===== src/rtl/alu_exec_unit.sv =====
// rtl/alu_exec_unit.sv - EX-stage ALU with single-cycle ops and iterative signed mult/div into HI/LO
module alu_exec_unit #(
    parameter int WIDTH   = 32,
    parameter int SHAMT_W = 5
) (
    input  logic               clk,
    input  logic               rst_n,
    input  logic               start,
    input  logic [2:0]         ALUOp,
    input  logic [1:0]         ShiftLeft,
    input  logic [WIDTH-1:0]   a,
    input  logic [WIDTH-1:0]   b,
    input  logic [SHAMT_W-1:0] shamt,
    output logic               busy,
    output logic               done,
    output logic [WIDTH-1:0]   result,
    output logic               zero,
    output logic [WIDTH-1:0]   hi,
    output logic [WIDTH-1:0]   lo,
    output logic               div_by_zero
);

    localparam int CNT_W = $clog2(WIDTH);

    localparam logic [2:0] OP_ADD  = 3'b000;
    localparam logic [2:0] OP_SUB  = 3'b001;
    localparam logic [2:0] OP_MULT = 3'b010;
    localparam logic [2:0] OP_DIV  = 3'b011;
    localparam logic [2:0] OP_SLT  = 3'b100;
    localparam logic [2:0] OP_OR   = 3'b101;
    localparam logic [2:0] OP_AND  = 3'b110;
    localparam logic [2:0] OP_NOT  = 3'b111;

    typedef enum logic [1:0] {
        S_IDLE,
        S_MUL,
        S_DIV,
        S_FIX
    } state_t;

    state_t               r_state;
    logic [2*WIDTH-1:0]   r_acc;
    logic [WIDTH-1:0]     r_dvsr;
    logic [CNT_W-1:0]     r_cnt;
    logic                 r_qneg;
    logic                 r_rneg;
    logic                 r_is_div;

    logic                 w_is_shift;
    logic                 w_is_iter;
    logic [WIDTH-1:0]     w_alu;
    logic [WIDTH-1:0]     w_a_mag;
    logic [WIDTH-1:0]     w_b_mag;
    logic [WIDTH:0]       w_mul_sum;
    logic [2*WIDTH-1:0]   w_div_shift;
    logic [WIDTH:0]       w_div_trial;
    logic [2*WIDTH-1:0]   w_prod;
    logic [WIDTH-1:0]     w_quo;
    logic [WIDTH-1:0]     w_rem;
    logic [WIDTH-1:0]     w_fix_hi;
    logic [WIDTH-1:0]     w_fix_lo;

    assign w_is_shift = (ShiftLeft == 2'b01) || (ShiftLeft == 2'b10);
    assign w_is_iter  = !w_is_shift && ((ALUOp == OP_MULT) || (ALUOp == OP_DIV));
    assign w_a_mag    = a[WIDTH-1] ? -a : a;
    assign w_b_mag    = b[WIDTH-1] ? -b : b;

    always_comb begin
        w_alu = '0;
        case (ShiftLeft)
            2'b01:   w_alu = b << shamt;
            2'b10:   w_alu = b >> shamt;
            default: begin
                case (ALUOp)
                    OP_ADD:  w_alu = a + b;
                    OP_SUB:  w_alu = a - b;
                    OP_SLT:  w_alu = {{(WIDTH-1){1'b0}}, ($signed(a) < $signed(b))};
                    OP_OR:   w_alu = a | b;
                    OP_AND:  w_alu = a & b;
                    OP_NOT:  w_alu = ~a;
                    default: w_alu = '0;
                endcase
            end
        endcase
    end

    // Multiply: accumulator holds {partial product, remaining multiplier bits}
    assign w_mul_sum   = {1'b0, r_acc[2*WIDTH-1:WIDTH]}
                       + ({(WIDTH+1){r_acc[0]}} & {1'b0, r_dvsr});
    // Divide: accumulator holds {partial remainder, dividend/quotient bits}
    assign w_div_shift = {r_acc[2*WIDTH-2:0], 1'b0};
    assign w_div_trial = {1'b0, w_div_shift[2*WIDTH-1:WIDTH]} - {1'b0, r_dvsr};

    assign w_prod   = r_qneg ? -r_acc : r_acc;
    assign w_quo    = r_qneg ? -r_acc[WIDTH-1:0] : r_acc[WIDTH-1:0];
    assign w_rem    = r_rneg ? -r_acc[2*WIDTH-1:WIDTH] : r_acc[2*WIDTH-1:WIDTH];
    assign w_fix_hi = r_is_div ? w_rem : w_prod[2*WIDTH-1:WIDTH];
    assign w_fix_lo = r_is_div ? w_quo : w_prod[WIDTH-1:0];

    always_ff @(posedge clk or negedge rst_n) begin
        if (!rst_n) begin
            r_state     <= S_IDLE;
            r_acc       <= '0;
            r_dvsr      <= '0;
            r_cnt       <= '0;
            r_qneg      <= 1'b0;
            r_rneg      <= 1'b0;
            r_is_div    <= 1'b0;
            busy        <= 1'b0;
            done        <= 1'b0;
            result      <= '0;
            zero        <= 1'b0;
            hi          <= '0;
            lo          <= '0;
            div_by_zero <= 1'b0;
        end else begin
            done        <= 1'b0;
            div_by_zero <= 1'b0;
            case (r_state)
                S_IDLE: begin
                    if (start) begin
                        if (!w_is_iter) begin
                            result <= w_alu;
                            zero   <= (w_alu == '0);
                            done   <= 1'b1;
                        end else if ((ALUOp == OP_DIV) && (b == '0)) begin
                            result      <= '0;
                            zero        <= 1'b1;
                            done        <= 1'b1;
                            div_by_zero <= 1'b1;
                        end else begin
                            r_acc    <= {{WIDTH{1'b0}}, w_a_mag};
                            r_dvsr   <= w_b_mag;
                            r_qneg   <= a[WIDTH-1] ^ b[WIDTH-1];
                            r_rneg   <= a[WIDTH-1];
                            r_is_div <= (ALUOp == OP_DIV);
                            r_cnt    <= '0;
                            busy     <= 1'b1;
                            r_state  <= (ALUOp == OP_DIV) ? S_DIV : S_MUL;
                        end
                    end
                end
                S_MUL: begin
                    r_acc <= {w_mul_sum, r_acc[WIDTH-1:1]};
                    r_cnt <= r_cnt + 1'b1;
                    if (r_cnt == CNT_W'(WIDTH-1)) begin
                        r_state <= S_FIX;
                    end
                end
                S_DIV: begin
                    if (!w_div_trial[WIDTH]) begin
                        r_acc <= {w_div_trial[WIDTH-1:0], w_div_shift[WIDTH-1:1], 1'b1};
                    end else begin
                        r_acc <= w_div_shift;
                    end
                    r_cnt <= r_cnt + 1'b1;
                    if (r_cnt == CNT_W'(WIDTH-1)) begin
                        r_state <= S_FIX;
                    end
                end
                S_FIX: begin
                    hi      <= w_fix_hi;
                    lo      <= w_fix_lo;
                    result  <= w_fix_lo;
                    zero    <= (w_fix_lo == '0);
                    done    <= 1'b1;
                    busy    <= 1'b0;
                    r_state <= S_IDLE;
                end
                default: r_state <= S_IDLE;
            endcase
        end
    end

endmodule


===== config.mk =====
export PLATFORM = sky130hd
export DESIGN_NAME = alu_exec_unit
export DESIGN_NICKNAME = d
export VERILOG_FILES = /design/src/rtl/alu_exec_unit.sv
export SDC_FILE = /design/constraint.sdc
export NUM_CORES = 1
export LEC_CHECK = 0
export CAP_MARGIN = 20
export CORE_MARGIN = 3
export CORE_UTILIZATION = 62
export DETAILED_ROUTE_END_ITERATION = 12
export HOLD_SLACK_MARGIN = 0.15
export PLACE_DENSITY = 0.83
export SKIP_CTS_REPAIR_TIMING = 1
export SYNTH_ARGS = -nofsm -noshare
export SYNTH_HDL_FRONTEND = slang
export SYNTH_SLANG_ARGS = --single-unit

===== constraint.sdc =====
create_clock -name clk -period 5.3 [get_ports clk]
set_input_delay 0.795 -clock clk [delete_from_list [all_inputs] [get_ports clk]]
set_output_delay 0.795 -clock clk [all_outputs]
set_load 0.005 [all_outputs]

==> results_dict.tcl, run 1 <==
set metrics [dict create \
    irDropWorstVdd_uv 455.8 \
    finalNetCount 3665 \
    portBuffers 176 \
    syn_inst 3246 \
    core_area_mm2 0.03928 \
    fin_worst_skew_ps 27.67 \
    pin_slew_with_the_least_headroom_to_its_limit_ps 1094 \
    synth_area_per_cell_um2 7.703 \
    critical_path_peak_fanout 2 \
    synth-seq-area-share 0.2062 \
    grt_start_max_net_pins 112 \
    layout.cells.most_common_list "307 x sky130_fd_sc_hd__nand2_1, 289 x sky130_fd_sc_hd__nor2_1, 274 x sky130_fd_sc_hd__o21ai_0" \
    clock_sink_count 206 \
    globalRoute.totalOverflow 0 \
    final-seq-area_mm2 0.005155 \
    worst_skew_pair.late_latency_ps 570 \
    remaining_drc_errors 0 \
    final_period_minus_worst_setup_slack_ps 4980 \
    run_status "completed" \
    hp-class "primary input to asynchronous set/reset pin" \
    critical_path_class "primary input to flop" \
    worst-endpoint-arrival_ps 5440 \
    cap_violations 0 \
    first_global_vias 27060 \
    final_hold_viol_count 0 \
    leading_cell_type_in_the_layout_fill_and_taps_excluded "sky130_fd_sc_hd__nand2_1" \
    clkTransAtPathRegs_ps 60 \
    worstPathCellList "clkdlybuf4s50_1, inv_1, ha_1, or4b_1, or4_4, or3_1, nand4b_4, or4_4, nand3_2, a31oi_2, or4b_1, nor4_1, buf_4, nand4_1, o31ai_2" \
    synth_largest_area_cell "sky130_fd_sc_hd__dfrtp_1" \
    drt_first_iter_violations 4352 \
    synthToLayoutAreaGrowth_pct 15.90 \
    placedCellCount 3896 \
    average_detailed_routed_wire_length_per_instance_um 27.19 \
    holdWs_ps 344.8 \
    grt_usage 0.4822 \
    fin_cells 3940 \
    ant_nets 0 \
    leakagePower_uw 0.01283 \
    finalMaxSlewViolations 0 \
    gp_congestion 1.139 \
    multi_input_area_mm2 0.01831 \
    cts_made_buffers 24 \
    launching_element_type_of_the_critical_path "primary input" \
    worst_slack_ps 320.1 \
    critical-path-max-stage-delay_ps 610 \
    dpl-instance-area_mm2 0.02815 \
    cp-end-kind "flop" \
    layout-drive-gt1-share 0.1140 \
    finalPower_uw 13070 \
    design.portCount 177 \
    number_of_buffers_and_inverters_on_the_critical_path 3 \
    critical_path.top_delay_family "simple AND/OR/NAND/NOR gates" \
    core.rowCount 72 \
    initial_standard_cell_utilization_of_the_core 0.6366 \
    place_ws_ps -73.66 \
    relSlewSlack 0.2613 \
    layout_worst_path_cycle_share 0.9396 \
    cts_root_buf "sky130_fd_sc_hd__clkbuf_16" \
    ys_async_sr_fraction 1.000 \
    synthDistinctLibCells 83 \
    drtPass1Iterations 8 \
    dieWidth_um 206.8 \
    timing.fmax_mhz 200.8 \
    fp.dieArea_mm2 0.04277 \
    synth_area_leaders "sky130_fd_sc_hd__dfrtp_1 21%, sky130_fd_sc_hd__ha_1 9.0%, sky130_fd_sc_hd__o21ai_0 5.5%" \
    setup_violations 0 \
    syn_nets 3507 \
    finalInstanceArea_mm2 0.02898 \
    syn_area_mm2 0.02500 \
    yosysTopAreaCellShare 0.2062 \
    place_hpwl_um 81990 \
    synthFlopType "sky130_fd_sc_hd__dfrtp_1" \
    h-tree-depth 1 \
    final_routed_wirelength_um 107100 \
    final.fill_count 2996 \
    crit_slowest_cell "sky130_fd_sc_hd__or4b_1" \
    synth.yosys.warnings 0 \
    die_h_um 206.8 \
    p_per_area_mw_per_mm2 451.2 \
    grt_antenna_before_repair 1 \
    route.vias.total 28550 \
    clock_path_buffers 3 \
    cp_data_required_time_ps 5760 \
    postSynthRegisterBits 206 \
    synth-edff-count 0 \
    wire_length_of_the_first_global_routing_pass_um 158900 \
    rsz0062_at_grt "false" \
    route.detailed.vias_per_inst 7.246 \
    clock_tree_from_tritoncts "built" \
]
cells in the mapped netlist, types with 55 or more instances:
cell / number
sky130_fd_sc_hd__a22oi_1: 68
sky130_fd_sc_hd__nand2_1: 307
sky130_fd_sc_hd__nor2_1: 289
sky130_fd_sc_hd__a21oi_1: 245
sky130_fd_sc_hd__nand3_1: 68
sky130_fd_sc_hd__a21o_1: 62
sky130_fd_sc_hd__mux2_2: 55
sky130_fd_sc_hd__dfrtp_1: 206
sky130_fd_sc_hd__ha_1: 180
sky130_fd_sc_hd__mux2i_1: 102
sky130_fd_sc_hd__clkbuf_1: 209
sky130_fd_sc_hd__o21ai_0: 274
sky130_fd_sc_hd__xnor2_1: 140
sky130_fd_sc_hd__inv_1: 175
through the flow:
step,setup TNS (ps),util
after global routing,0,0.7378
after CTS,0,0.7378
after global placement,-14.95,0.7166
after floorplan,0,-
after detailed placement,-73.66,0.7166
final,0,0.7378
logic make-up (layout without fill, tap and decap cells):
kind of cell               after synthesis  in the layout  synth area share
DFF                                    206            206            0.2062
and+or+nand+nor                        960            960            0.1796
AOI/OAI and AO/OA                     1078           1078            0.2816
other                                    0              1                 0
buffers and inverters                  421            596           0.06385
xor gates and xnor gates               193            193           0.06760
muxes                                  204            204            0.1079
adders and majority gates              184            184           0.09327
cell type report:
cell class              instances  area share
multi-input cells            2619      0.6319
clock buffers                  32     0.02349
repair buffers                378      0.1164
diodes                          1  0.00008635
inverters                     175     0.02267
flip-flops and latches        206      0.1779
clock inverters                11    0.005224
well taps                     518     0.02236
path summary, 6_finish.rpt:
path	start	end	slack [ps]	cells past startpoint
worst max-delay path	b[1]	zero	320	15
worst min register to register	lo[22]	lo[22]	480	1
worst min-delay path	rst_n	hi[7]	340	1
max in group asynchronous	rst_n	r_acc[29]	3630	2
worst max register to register	r_acc[31]	r_acc[59]	740	15
min in group clk	lo[22]	lo[22]	480	1
where the power goes:
part | leakage, uW | internal [uW] | switching, uW | total [uW]
Clock | 0.000409 | 1050 | 718 | 1770
Sequential | 0.00250 | 2280 | 762 | 3040
Combinational | 0.00992 | 3380 | 4890 | 8260
Total | 0.0128 | 6710 | 6370 | 13100
layer usage:
layer  routed length, um  GRT usage  vias up
met4               10720     0.3672        0
met5                   0          0        -
met2               45590     0.7439     2413
met1               37050     0.5709    13330
met3               13760     0.1358      659
li1                    -          -    12150
registers in the layout (all words and copies together) (netlist names):
signal and count:
r_state 2, busy 1, r_is_div 1, result 32, lo 32, div_by_zero 1, hi 32, r_qneg 1
r_rneg 1, r_dvsr 32, r_cnt 5, done 1, zero 1, r_acc 64
Power figures use the tool's default switching activity.
==> inputs of run 2 (changes only) <==
- CORE_UTILIZATION: 62 -> 35
- PLACE_DENSITY: 0.83 -> unset
- SLEW_MARGIN: unset -> 15
==> run 2 against run 1 <==
First-iteration DRC count shrank 24%. Clock-buffer cell count rose by 2. Largest power group unchanged. Cell count is 11% higher. Wire length rose by 1.3%. Final area grew 2.3%. Flip-flop and latch count unchanged. Power shrank 3.6%. Non-clock buffer count rose by 22. Die area rose by 75%. Sequential power down 1%. Global-route usage is 20 points lower.
==> results_dict.tcl, run 2 (synthesized netlist as in run 1, its figures left out) <==
set metrics [dict create \
    run_status "completed" \
    critical-path-max-stage-delay_ps 610 \
    layout.core_utilization 0.4210 \
    dieWidth_um 273.3 \
    synthToLayoutAreaGrowth_pct 18.52 \
    cp-end-kind "flop" \
    clock_path_buffers 3 \
    pin_slew_with_the_least_headroom_to_its_limit_ps 1070 \
    first_global_vias 24980 \
    average_detailed_routed_wire_length_per_instance_um 24.74 \
    fin_cells 4388 \
    setup_violations 0 \
    groute.layer.met1.usage 0.3690 \
    wire_length_of_the_first_global_routing_pass_um 161400 \
    clock_tree_from_tritoncts "built" \
    register_ranked_first_by_flip_flop_count "r_acc" \
    crit_path_end "zero" \
    initial_standard_cell_utilization_of_the_core 0.3552 \
    worst_skew_pair.late_latency_ps 550 \
    h-tree-depth 1 \
    leakagePower_uw 0.01290 \
    remaining_drc_errors 0 \
    groute.layer.met3.usage 0.05075 \
    launching_element_type_of_the_critical_path "primary input" \
    timing.rr.start "r_acc[31]" \
    die_h_um 273.3 \
    clock_sink_count 206 \
    ant_nets 0 \
    cp_data_required_time_ps 5740 \
    globalRoute.totalOverflow 0 \
    critical_path_peak_fanout 2 \
    cts_made_buffers 24 \
    global_route.peak_usage_layer "met2" \
    crit_slowest_cell "sky130_fd_sc_hd__or4b_1" \
    gp_congestion 1.043 \
    fin_worst_skew_ps 26.18 \
    route.vias.total 26490 \
    relSlewSlack 0.2839 \
    design.portCount 177 \
    grt_antenna_before_repair 6 \
    critical_path_cell_count 14 \
    layout.cells.most_common_list "307 x sky130_fd_sc_hd__nand2_1, 289 x sky130_fd_sc_hd__nor2_1, 274 x sky130_fd_sc_hd__o21ai_0" \
    r2r_slack_ps 660 \
    grtUsageMet2 0.4458 \
    final.fill_count 7316 \
    drtPass1Iterations 6 \
    drt_first_iter_violations 3316 \
    portBuffers 176 \
    final_hold_viol_count 0 \
    number_of_buffers_and_inverters_on_the_critical_path 2 \
    clkTransAtPathRegs_ps 60 \
    core.rowCount 97 \
    worstPathCellList "clkdlybuf4s50_1, inv_1, ha_1, or4b_1, or4_4, or3_1, nand4b_4, or4_4, nand3_2, a31oi_2, or4b_1, nor4_1, nand4_1, o31ai_2" \
    rsz0062_at_grt "false" \
    final_routed_wirelength_um 108600 \
    irDropWorstVdd_uv 391.9 \
    r2r_end "r_acc[53]" \
    layout-drive-gt1-share 0.1188 \
    place_hpwl_um 86010 \
    critical_path.top_delay_family "simple AND/OR/NAND/NOR gates" \
    worst-endpoint-arrival_ps 5230 \
    r2r_cells 15 \
    hp-class "primary input to asynchronous set/reset pin" \
    cap_violations 0 \
    finalMaxSlewViolations 0 \
    cts_root_buf "sky130_fd_sc_hd__clkbuf_16" \
    grt_start_max_net_pins 116 \
    layout_worst_path_cycle_share 0.9031 \
    placedCellCount 4340 \
    route.detailed.vias_per_inst 6.037 \
    finalNetCount 3687 \
    final_period_minus_worst_setup_slack_ps 4786 \
    grt_usage 0.2800 \
    origin_of_the_worst_setup_path "b[1]" \
    fp.dieArea_mm2 0.07468 \
    totalNegativeSetupSlack_ps 0 \
    leading_cell_type_in_the_layout_fill_and_taps_excluded "sky130_fd_sc_hd__nand2_1" \
    core_area_mm2 0.07039 \
    critical_path_class "primary input to flop" \
    timing.fmax_mhz 208.9 \
    p_per_area_mw_per_mm2 425.4 \
    largest_register_ff_count 64 \
]
## run 2: how the worst min path moves through the flow
stage | start | endpoint | depth (start not counted)
3_3_place_gp | r_dvsr[31] | r_dvsr[31] | 2
2_1_floorplan | r_dvsr[31] | r_dvsr[31] | 2
4_1_cts | rst_n | r_acc[24] | 1
3_5_place_dp | lo[11] | lo[11] | 1
5_1_grt | rst_n | lo[24] | 1
6_report | rst_n | lo[30] | 1
## run 2: metal layers
metal | share of wire | wire length (um) | vias to the layer above
met2 | 0.45 | 48420 | 1302
met5 | 0.00013 | 14 | -
met3 | 0.082 | 8945 | 262
met4 | 0.055 | 5990 | 4
li1 | - | - | 12210
met1 | 0.42 | 45190 | 12710
## run 2: cell type report
type,count,area [um^2],area share
multi-input cells,2619,18320,0.6180
flip-flops and latches,206,5155,0.1739
repair buffers,400,3538,0.1194
well taps,940,1176,0.03969
clock buffers,34,689.4,0.02326
inverters,175,656.9,0.02217
clock inverters,9,91.34,0.003082
diodes,5,12.51,0.0004222
## run 2: per-stage QoR
stage | hold WS [ps] | total power (uW) | worst slack, ps | area, um^2
after global placement | 458.0 | 10810 | 101.1 | 28840
final | 263.9 | 12610 | 513.8 | 29640
after global routing | 320.3 | 13580 | 344.3 | 29630
after floorplan | 443.2 | 7932 | 733.3 | 25000
after detailed placement | 467.1 | 10860 | 58.24 | 28840
after CTS | 309.4 | 12580 | 590.5 | 29620
## run 2: where the power goes
part	internal (uW)	switching, uW	total [uW]
sequential	2280	719	3000
clock	960	709	1670
combinational	3380	4560	7940
